[src/rtl/din_event_capture.sv]
// din_event_capture: change-driven capture of the digital input port.
// Synchronises the pins, timestamps each change and streams it from a FIFO.
module din_event_capture #(
   parameter int WIDTH       = 8,
   parameter int TS_WIDTH    = 24,
   parameter int FIFO_DEPTH  = 16,
   parameter int SYNC_STAGES = 2
) (
   input  logic                          i_clk,
   input  logic                          i_reset_n,
   input  logic [WIDTH-1:0]              i_port,
   input  logic                          i_enable,
   input  logic                          i_clear_overflow,
   input  logic                          i_ready,
   output logic [TS_WIDTH+WIDTH-1:0]     o_data,
   output logic                          o_valid,
   output logic                          o_overflow,
   output logic [$clog2(FIFO_DEPTH):0]   o_level
);

   localparam int AW = $clog2(FIFO_DEPTH);
   localparam int LW = AW + 1;
   localparam int DW = TS_WIDTH + WIDTH;
   localparam int PW = $clog2(SYNC_STAGES + 2);
   localparam logic [PW-1:0] PRIME_DONE = PW'(SYNC_STAGES + 1);

   logic [WIDTH-1:0]    sync_q [SYNC_STAGES];
   logic [WIDTH-1:0]    sync_out;
   logic [WIDTH-1:0]    prev_q;
   logic [TS_WIDTH-1:0] ts_q;
   logic [PW-1:0]       prime_q;
   logic                primed;

   logic [DW-1:0]       mem_q [FIFO_DEPTH];
   logic [AW:0]         wr_ptr_q;
   logic [AW:0]         rd_ptr_q;
   logic [LW-1:0]       level_q;
   logic                ovf_q;

   logic                empty;
   logic                full;
   logic                change;
   logic                pop;
   logic                push;
   logic                drop;

   assign sync_out = sync_q[SYNC_STAGES-1];
   assign primed   = (prime_q == PRIME_DONE);

   // Metastability chain for the asynchronous pins.
   always_ff @(posedge i_clk or negedge i_reset_n) begin
      if (!i_reset_n) begin
         for (int i = 0; i < SYNC_STAGES; i++) begin
            sync_q[i] <= '0;
         end
      end else begin
         sync_q[0] <= i_port;
         for (int i = 1; i < SYNC_STAGES; i++) begin
            sync_q[i] <= sync_q[i-1];
         end
      end
   end

   // Previous synchronised state tracks the pins even while disabled,
   // so re-enabling never reports a stale difference.
   always_ff @(posedge i_clk or negedge i_reset_n) begin
      if (!i_reset_n) begin
         prev_q <= '0;
      end else begin
         prev_q <= sync_out;
      end
   end

   // Free-running timestamp, wraps naturally at the counter width.
   always_ff @(posedge i_clk or negedge i_reset_n) begin
      if (!i_reset_n) begin
         ts_q <= '0;
      end else begin
         ts_q <= ts_q + TS_WIDTH'(1);
      end
   end

   // Hold off detection until the chain and prev hold real pin values,
   // so pins already high at reset release do not look like an edge.
   always_ff @(posedge i_clk or negedge i_reset_n) begin
      if (!i_reset_n) begin
         prime_q <= '0;
      end else if (!primed) begin
         prime_q <= prime_q + PW'(1);
      end
   end

   assign empty = (wr_ptr_q == rd_ptr_q);
   assign full  = (wr_ptr_q[AW] != rd_ptr_q[AW]) &&
                  (wr_ptr_q[AW-1:0] == rd_ptr_q[AW-1:0]);

   // Change detect and FIFO push/pop/drop decisions.
   always_comb begin
      change = 1'b0;
      pop    = 1'b0;
      push   = 1'b0;
      drop   = 1'b0;
      change = i_enable && primed && (sync_out != prev_q);
      pop    = !empty && i_ready;
      push   = change && (!full || pop);
      drop   = change && full && !pop;
   end

   // Event storage; entries need no reset since pointers gate them.
   always_ff @(posedge i_clk) begin
      if (push) begin
         mem_q[wr_ptr_q[AW-1:0]] <= {ts_q, sync_out};
      end
   end

   // Write and read pointers with wrap bit.
   always_ff @(posedge i_clk or negedge i_reset_n) begin
      if (!i_reset_n) begin
         wr_ptr_q <= '0;
         rd_ptr_q <= '0;
      end else begin
         if (push) begin
            wr_ptr_q <= wr_ptr_q + (AW+1)'(1);
         end
         if (pop) begin
            rd_ptr_q <= rd_ptr_q + (AW+1)'(1);
         end
      end
   end

   // Registered occupancy count.
   always_ff @(posedge i_clk or negedge i_reset_n) begin
      if (!i_reset_n) begin
         level_q <= '0;
      end else begin
         unique case ({push, pop})
            2'b10:   level_q <= level_q + LW'(1);
            2'b01:   level_q <= level_q - LW'(1);
            default: level_q <= level_q;
         endcase
      end
   end

   // Sticky overflow; a new drop beats a simultaneous clear.
   always_ff @(posedge i_clk or negedge i_reset_n) begin
      if (!i_reset_n) begin
         ovf_q <= 1'b0;
      end else if (drop) begin
         ovf_q <= 1'b1;
      end else if (i_clear_overflow) begin
         ovf_q <= 1'b0;
      end
   end

   assign o_valid    = !empty;
   assign o_data     = o_valid ? mem_q[rd_ptr_q[AW-1:0]] : '0;
   assign o_overflow = ovf_q;
   assign o_level    = level_q;

endmodule
[config.mk]
export PLATFORM = sky130hd
export DESIGN_NAME = din_event_capture
export DESIGN_NICKNAME = d
export VERILOG_FILES = /design/src/rtl/din_event_capture.sv
export SDC_FILE = /design/constraint.sdc
export NUM_CORES = 1
export LEC_CHECK = 0
export BUFFER_PORTS_ARGS = -buffer_cell sky130_fd_sc_hd__buf_2
export CAP_MARGIN = 5
export CORE_MARGIN = 2
export CORE_UTILIZATION = 55
export DETAILED_ROUTE_END_ITERATION = 8
export HOLD_SLACK_MARGIN = 0.08
export PLACE_DENSITY = 0.76
export SYNTH_ARGS = -nofsm -noshare
export SYNTH_HDL_FRONTEND = slang
export SYNTH_SLANG_ARGS = --single-unit
[constraint.sdc]
create_clock -name i_clk -period 4.2 [get_ports i_clk]
set_input_delay 0.21 -clock i_clk [delete_from_list [all_inputs] [get_ports i_clk]]
set_output_delay 0.21 -clock i_clk [all_outputs]
set_load 0.1 [all_outputs]
==> impl_metrics.tcl, run 1 <==
set metrics [dict create \
    cellPowerDensity_mw_per_mm2 772.6 \
    rows 73 \
    instances_no_fill 1740 \
    peakVddDrop_mv 0.6209 \
    cts_tree "yes" \
    fmax_mhz 253.2 \
    grt_max_degree 67 \
    synth_cell_types 42 \
    layout_common_cells "512 x edfxtp_1, 128 x mux4_2, 64 x a211oi_1, 62 x dfrtp_1, 57 x clkbuf_16" \
    outcome "complete, no violations" \
    nNetsFinal 1194 \
    final_max_slew_viol_count 0 \
    die_y_um 205.8 \
    fin_setup_tns_ns 0 \
    layout_setup_ws_ns 0.2502 \
    synth_xor_area_frac 0.01878 \
    drc 0 \
    setup_violations 0 \
    dpl.cell_count 1626 \
    fillers 2618 \
    synth-edff-count 512 \
    syn_nets 1086 \
    worstPathRequired_ns 3.99 \
    drive_above_1_share 0.2708 \
    clkTransAtPathRegs_ns 0.06 \
    antenna_cells 0 \
    synth_warnings 0 \
    synth_top_area_share 0.6867 \
    synth-simple-area-share 0.02739 \
    start_kind "flip-flop" \
    vias_per_cell 6.109 \
    root_buffer "clkbuf_16" \
    die_area_mm2 0.04234 \
    worst_slew_pin_slew_ns 0.9822 \
    grt_usage 0.2216 \
    grt_remaining_overflow 0 \
    dpl.hpwl_mm 24.19 \
    core_mm2 0.03991 \
    syn_area_mm2 0.02239 \
    yosysSeqAreaShare 0.7605 \
    htreeDepth 2 \
    vias 10630 \
    clkSinkCount 578 \
    synth_top_area_cell "edfxtp_1" \
    ys.flop_type "edfxtp_1" \
    end_kind "output pin" \
    area_delta_synth_final_pct 13.99 \
    die_w_um 205.8 \
    insertion_delay_ns 0.59 \
    layout_commonest_cell "edfxtp_1" \
    ys_ff_latch 578 \
    synth_cells 1062 \
    drt-initial-drc-count 999 \
    path_max_fanout 52 \
    hold_viol_final 0 \
    clockBufferDepth 3 \
    hp-class "in2reg" \
    drv_cap 0 \
    fin_crit_sh 0.9404 \
    synthTopCellsByArea "edfxtp_1 69%, mux4_2 13%, dfrtp_1 7.4%" \
    drt.antenna.violating_nets 0 \
    criticalPathCategory "reg2out" \
    crit_arrival_ns 3.74 \
    synth_compound_area_frac 0.02627 \
    synth_adder_area_share 0.006483 \
    grt_pass1_wl_mm 68.32 \
    antenna_found_initial 0 \
    grt_pass1_vias 11300 \
    rsz0062_at_grt "false" \
    io_pins 52 \
    dr.pass1.iters 5 \
    wl_per_cell_um 25.80 \
    cts_buffers 55 \
    cts_setup_buffers 0 \
    synth_top_family_by_area "multiplexers" \
    synthMuxAreaShare 0.1465 \
    async_reset_ff_frac 0.1142 \
    fin_util 0.6394 \
    fin_crit_ns 3.950 \
    syn_avg_cell_area_um2 21.08 \
    slew-limit-headroom 0.3452 \
    portBuffers 51 \
    wirelength_mm 44.89 \
    static-leakage-power_nw 8.151 \
    finalClockSkew_ns 0.01403 \
    gp_congestion 0.7426 \
    start_util 0.5609 \
    p_total_mw 19.72 \
    dpl_worst_slack_ns 0.8167 \
]
-- power breakdown --
part	total, mW	switching [mW]	internal (mW)
sequential	7.35	0.445	6.91
clock	4.92	2.03	2.89
combinational	7.44	5.25	2.19
total	19.7	7.73	12.0
-- cell usage after synthesis, drive strengths merged, types with 4 or more instances --
library cell,number
a21oi,6
clkbuf,23
inv,10
xnor2,39
nor2b,33
nor3,8
xor2,9
nand3,10
a211oi,64
and3,4
mux2i,37
buf,32
ha,10
nor2,22
dfrtp,66
mux4,128
nand2,18
edfxtp,512
nand4,10
-- sequential cells by signal (all words and copies together), names as in the netlist --
register and count:
wr_ptr_q 5, mem_q 512, sync_q 8, o_overflow 1, o_level 5, prev_q 8
rd_ptr_q 5, sync_out 8, prime_q 2, ts_q 24
-- timing repair --
action,4_1_cts,5_1_grt
hold endpoints to repair,77,0
resized for setup,0,0
hold buffers,12,0
-- routing by layer --
metal | track usage | share of wire
met2 | 0.3713 | 0.51
met3 | 0.03801 | 0.061
met1 | 0.2961 | 0.40
met4 | 0.07939 | 0.029
met5 | 0 | 0
-- metrics by stage --
stage | cell area [um2] | hold WS (ns)
3_3_place_gp | 23580 | 0.3208
4_1_cts | 25520 | 0.1679
3_5_place_dp | 23580 | 0.3201
6_report | 25520 | 0.1858
2_1_floorplan | 22390 | -0.08559
5_1_grt | 25520 | 0.2242
-- path summary, 6_finish.rpt --
kind                                   from            end  slack, ns  cells after the start
worst min-delay path               i_enable     o_level[1]       0.19                      4
worst max register to register  rd_ptr_q[1]  mem_q[10][20]       1.03                      8
worst min register to register   sync_q[10]    sync_out[2]       0.35                      0
max in group asynchronous         i_reset_n    rd_ptr_q[0]       3.14                      2
min in group asynchronous         i_reset_n     o_level[4]       0.33                      2
worst max-delay path            rd_ptr_q[1]      o_data[7]       0.25                      5
-- final cells by class --
| type | count | area, um2 | area share |
|---|---|---|---|
| inverter | 10 | 40.04 | 0.001569 |
| tap | 525 | 656.9 | 0.02574 |
| sequential | 578 | 17040 | 0.6676 |
| timing repair buffer | 106 | 813.3 | 0.03187 |
| clock inverter | 25 | 255.2 | 0.01000 |
| clock buffer | 77 | 1562 | 0.06119 |
| multi-input combinational | 419 | 5155 | 0.2020 |
-- cells by family after synthesis --
family | Yosys count
mux | 167
flops | 578
buf+inv | 65
simple gates | 114
fa+ha+maj | 11
compound gates | 79
xor+xnor | 48
-- critical path: stages, from the launching register on --
cell and delay (ns):
dfrtp_4 0.84, buf_4 0.65, mux4_2 0.38, mux2i_1 0.10
a211oi_1 0.60, buf_2 0.54
Note: power is estimated with default switching activity, not from simulation.
==> run 2: changes to the inputs <==
==> constraint.sdc (replaced) <==
create_clock -name i_clk -period 4.2 [get_ports i_clk]
set_input_delay 0 -clock i_clk [delete_from_list [all_inputs] [get_ports i_clk]]
set_output_delay 0 -clock i_clk [all_outputs]
set_load 0.1 [all_outputs]
==> run 2 against run 1 <==
  * Utilization down 0.18 points
  * Worst setup slack better by 0.34 ns
  * Routed wire length up 2.8%
  * Sequential power down 0.7%
  * Total power down 0.98%
  * Clock skew up 0.0020 ns
  * Sequential share of layout area up 0.19 points
  * Critical endpoint is now o_data[24]
==> impl_metrics.tcl, run 2 (same netlist as run 1, synthesis figures left out) <==
set metrics [dict create \
    largest_reg_flops 512 \
    path_cells "buf_4 -> mux4_2 -> nor2b_1 -> a211oi_1 -> a211oi_1 -> buf_2" \
    start_kind "flip-flop" \
    die_y_um 205.8 \
    fillers 2602 \
    finalClockSkew_ns 0.01607 \
    criticalPathCategory "reg2out" \
    cts_setup_buffers 0 \
    wl_per_cell_um 26.44 \
    setup_violations 0 \
    hp-class "in2async" \
    grt_remaining_overflow 0 \
    drc 0 \
    outcome "complete, no violations" \
    grt_max_degree 76 \
    cp_common_cell "a211oi_1" \
    worstPathRequired_ns 4.20 \
    start_util 0.5609 \
    clockBufferDepth 3 \
    hold_viol_final 0 \
    seqPwrFrac 0.374 \
    layout_common_cells "512 x edfxtp_1, 128 x mux4_2, 64 x a211oi_1, 62 x dfrtp_1, 57 x clkbuf_16" \
    postPlaceCellArea_mm2 0.02351 \
    final_max_slew_viol_count 0 \
    portBuffers 51 \
    fin_area_mm2 0.02545 \
    hold_ws_ns 0.1109 \
    worst_slew_pin_slew_ns 0.9912 \
    dr.pass1.iters 5 \
    critPathTopFamily "buffers and inverters" \
    wirelength_mm 46.17 \
    die_w_um 205.8 \
    critPathSlowestCell "dfrtp_4" \
    vias 10770 \
    clock_power_share 0.242 \
    fin_crit_ns 3.610 \
    ctsResizeCount 0 \
    core_mm2 0.03991 \
    drv_cap 0 \
    fmax_mhz 277.0 \
    grt_usage 0.2271 \
    p_sw_frac 0.3957 \
    gp_congestion 0.7226 \
    root_buffer "clkbuf_16" \
    p_total_mw 19.52 \
    io_pins 52 \
    rows 73 \
    clkTransAtPathRegs_ns 0.06 \
    rsz0062_at_grt "false" \
    drt-initial-drc-count 1103 \
    crit_buf_inv 2 \
    cts_buffers 54 \
    p_int_mw 11.80 \
    area_delta_synth_final_pct 13.68 \
    critPathMaxStageDelay_ns 0.67 \
    antenna_found_initial 0 \
    vias_per_cell 6.167 \
    static-leakage-power_nw 8.128 \
    clkSinkCount 578 \
    cellPowerDensity_mw_per_mm2 767.2 \
    slew-limit-headroom 0.3392 \
    end_kind "output pin" \
    p_comb_frac 0.384 \
    dpl.hpwl_mm 23.82 \
    fin_crit_sh 0.8594 \
    drive_above_1_share 0.2621 \
    cts_tree "yes" \
    grt_pass1_vias 11230 \
    crit_arrival_ns 3.61 \
    nNetsFinal 1199 \
    peakVddDrop_mv 0.7697 \
    path_max_fanout 40 \
    power.switching_mw 7.726 \
    layout_commonest_cell "edfxtp_1" \
    htreeDepth 2 \
    grt_pass1_wl_mm 69.39 \
    drt.antenna.violating_nets 0 \
    insertion_delay_ns 0.60 \
    die_area_mm2 0.04234 \
    antenna_cells 0 \
]
-- run 2: worst paths after layout --
path	startpoint	endpoint	slack [ns]	cells past startpoint
worst max-delay path	rd_ptr_q[2]	o_data[24]	0.59	6
worst min-delay path	i_reset_n	ts_q[18]	0.11	2
worst max register to register	sync_out[2]	o_level[3]	0.84	11
worst min register to register	sync_q[11]	sync_out[3]	0.35	0
max in group asynchronous	i_reset_n	rd_ptr_q[0]	3.35	2
min in group i_clk	sync_q[11]	sync_out[3]	0.35	0
-- run 2: area by class of cell --
cell class | instances | area, um2 | share of cell area
clock buffers | 86 | 1625 | 0.06386
clock inverters | 16 | 102.6 | 0.004031
inverters | 10 | 40.04 | 0.001573
multi-input cells | 419 | 5155 | 0.2026
flip-flops and latches | 578 | 17040 | 0.6695
well taps | 525 | 656.9 | 0.02581
repair buffers | 112 | 830.8 | 0.03265
-- run 2: stage by stage --
| stage | worst slack [ns] | TNS, ns | util | cells |
|---|---|---|---|---|
| after floorplan | -0.1540 | -14.72 | - | 1062 |
| after detailed placement | 0.9004 | 0 | 0.5890 | 1623 |
| after CTS | 0.5402 | 0 | 0.6376 | 1746 |
| after global placement | 1.053 | 0 | 0.5890 | 1623 |
| final | 0.5904 | 0 | 0.6376 | 1746 |
| after global routing | 0.5003 | 0 | 0.6376 | 1746 |
-- run 2: repair_timing --
action	CTS	global route
endpoints found under the hold margin	84	0
endpoints found under the setup margin	0	0
hold buffers	21	0
-- run 2: routing by layer --
metal  vias to the layer above  routed length (um)  global-route usage  share of wire
li1                       4581                   -                   -              -
met1                      5722               18890              0.3108           0.41
met2                       373               23190              0.3733           0.50
met3                        92                2539             0.03421          0.055
met4                         0                1547             0.08813          0.034
met5                         -                   0                   0              0
-- run 2: power by group through the flow --
stage	registers (mW)	clock network, mW	logic, mW
detailed placement	7.41	0	7.54
finish	7.30	4.73	7.50
global placement	7.36	0	7.48
floorplan	7.37	0	5.99
global route	7.36	5.01	7.89
CTS	7.30	4.80	7.59
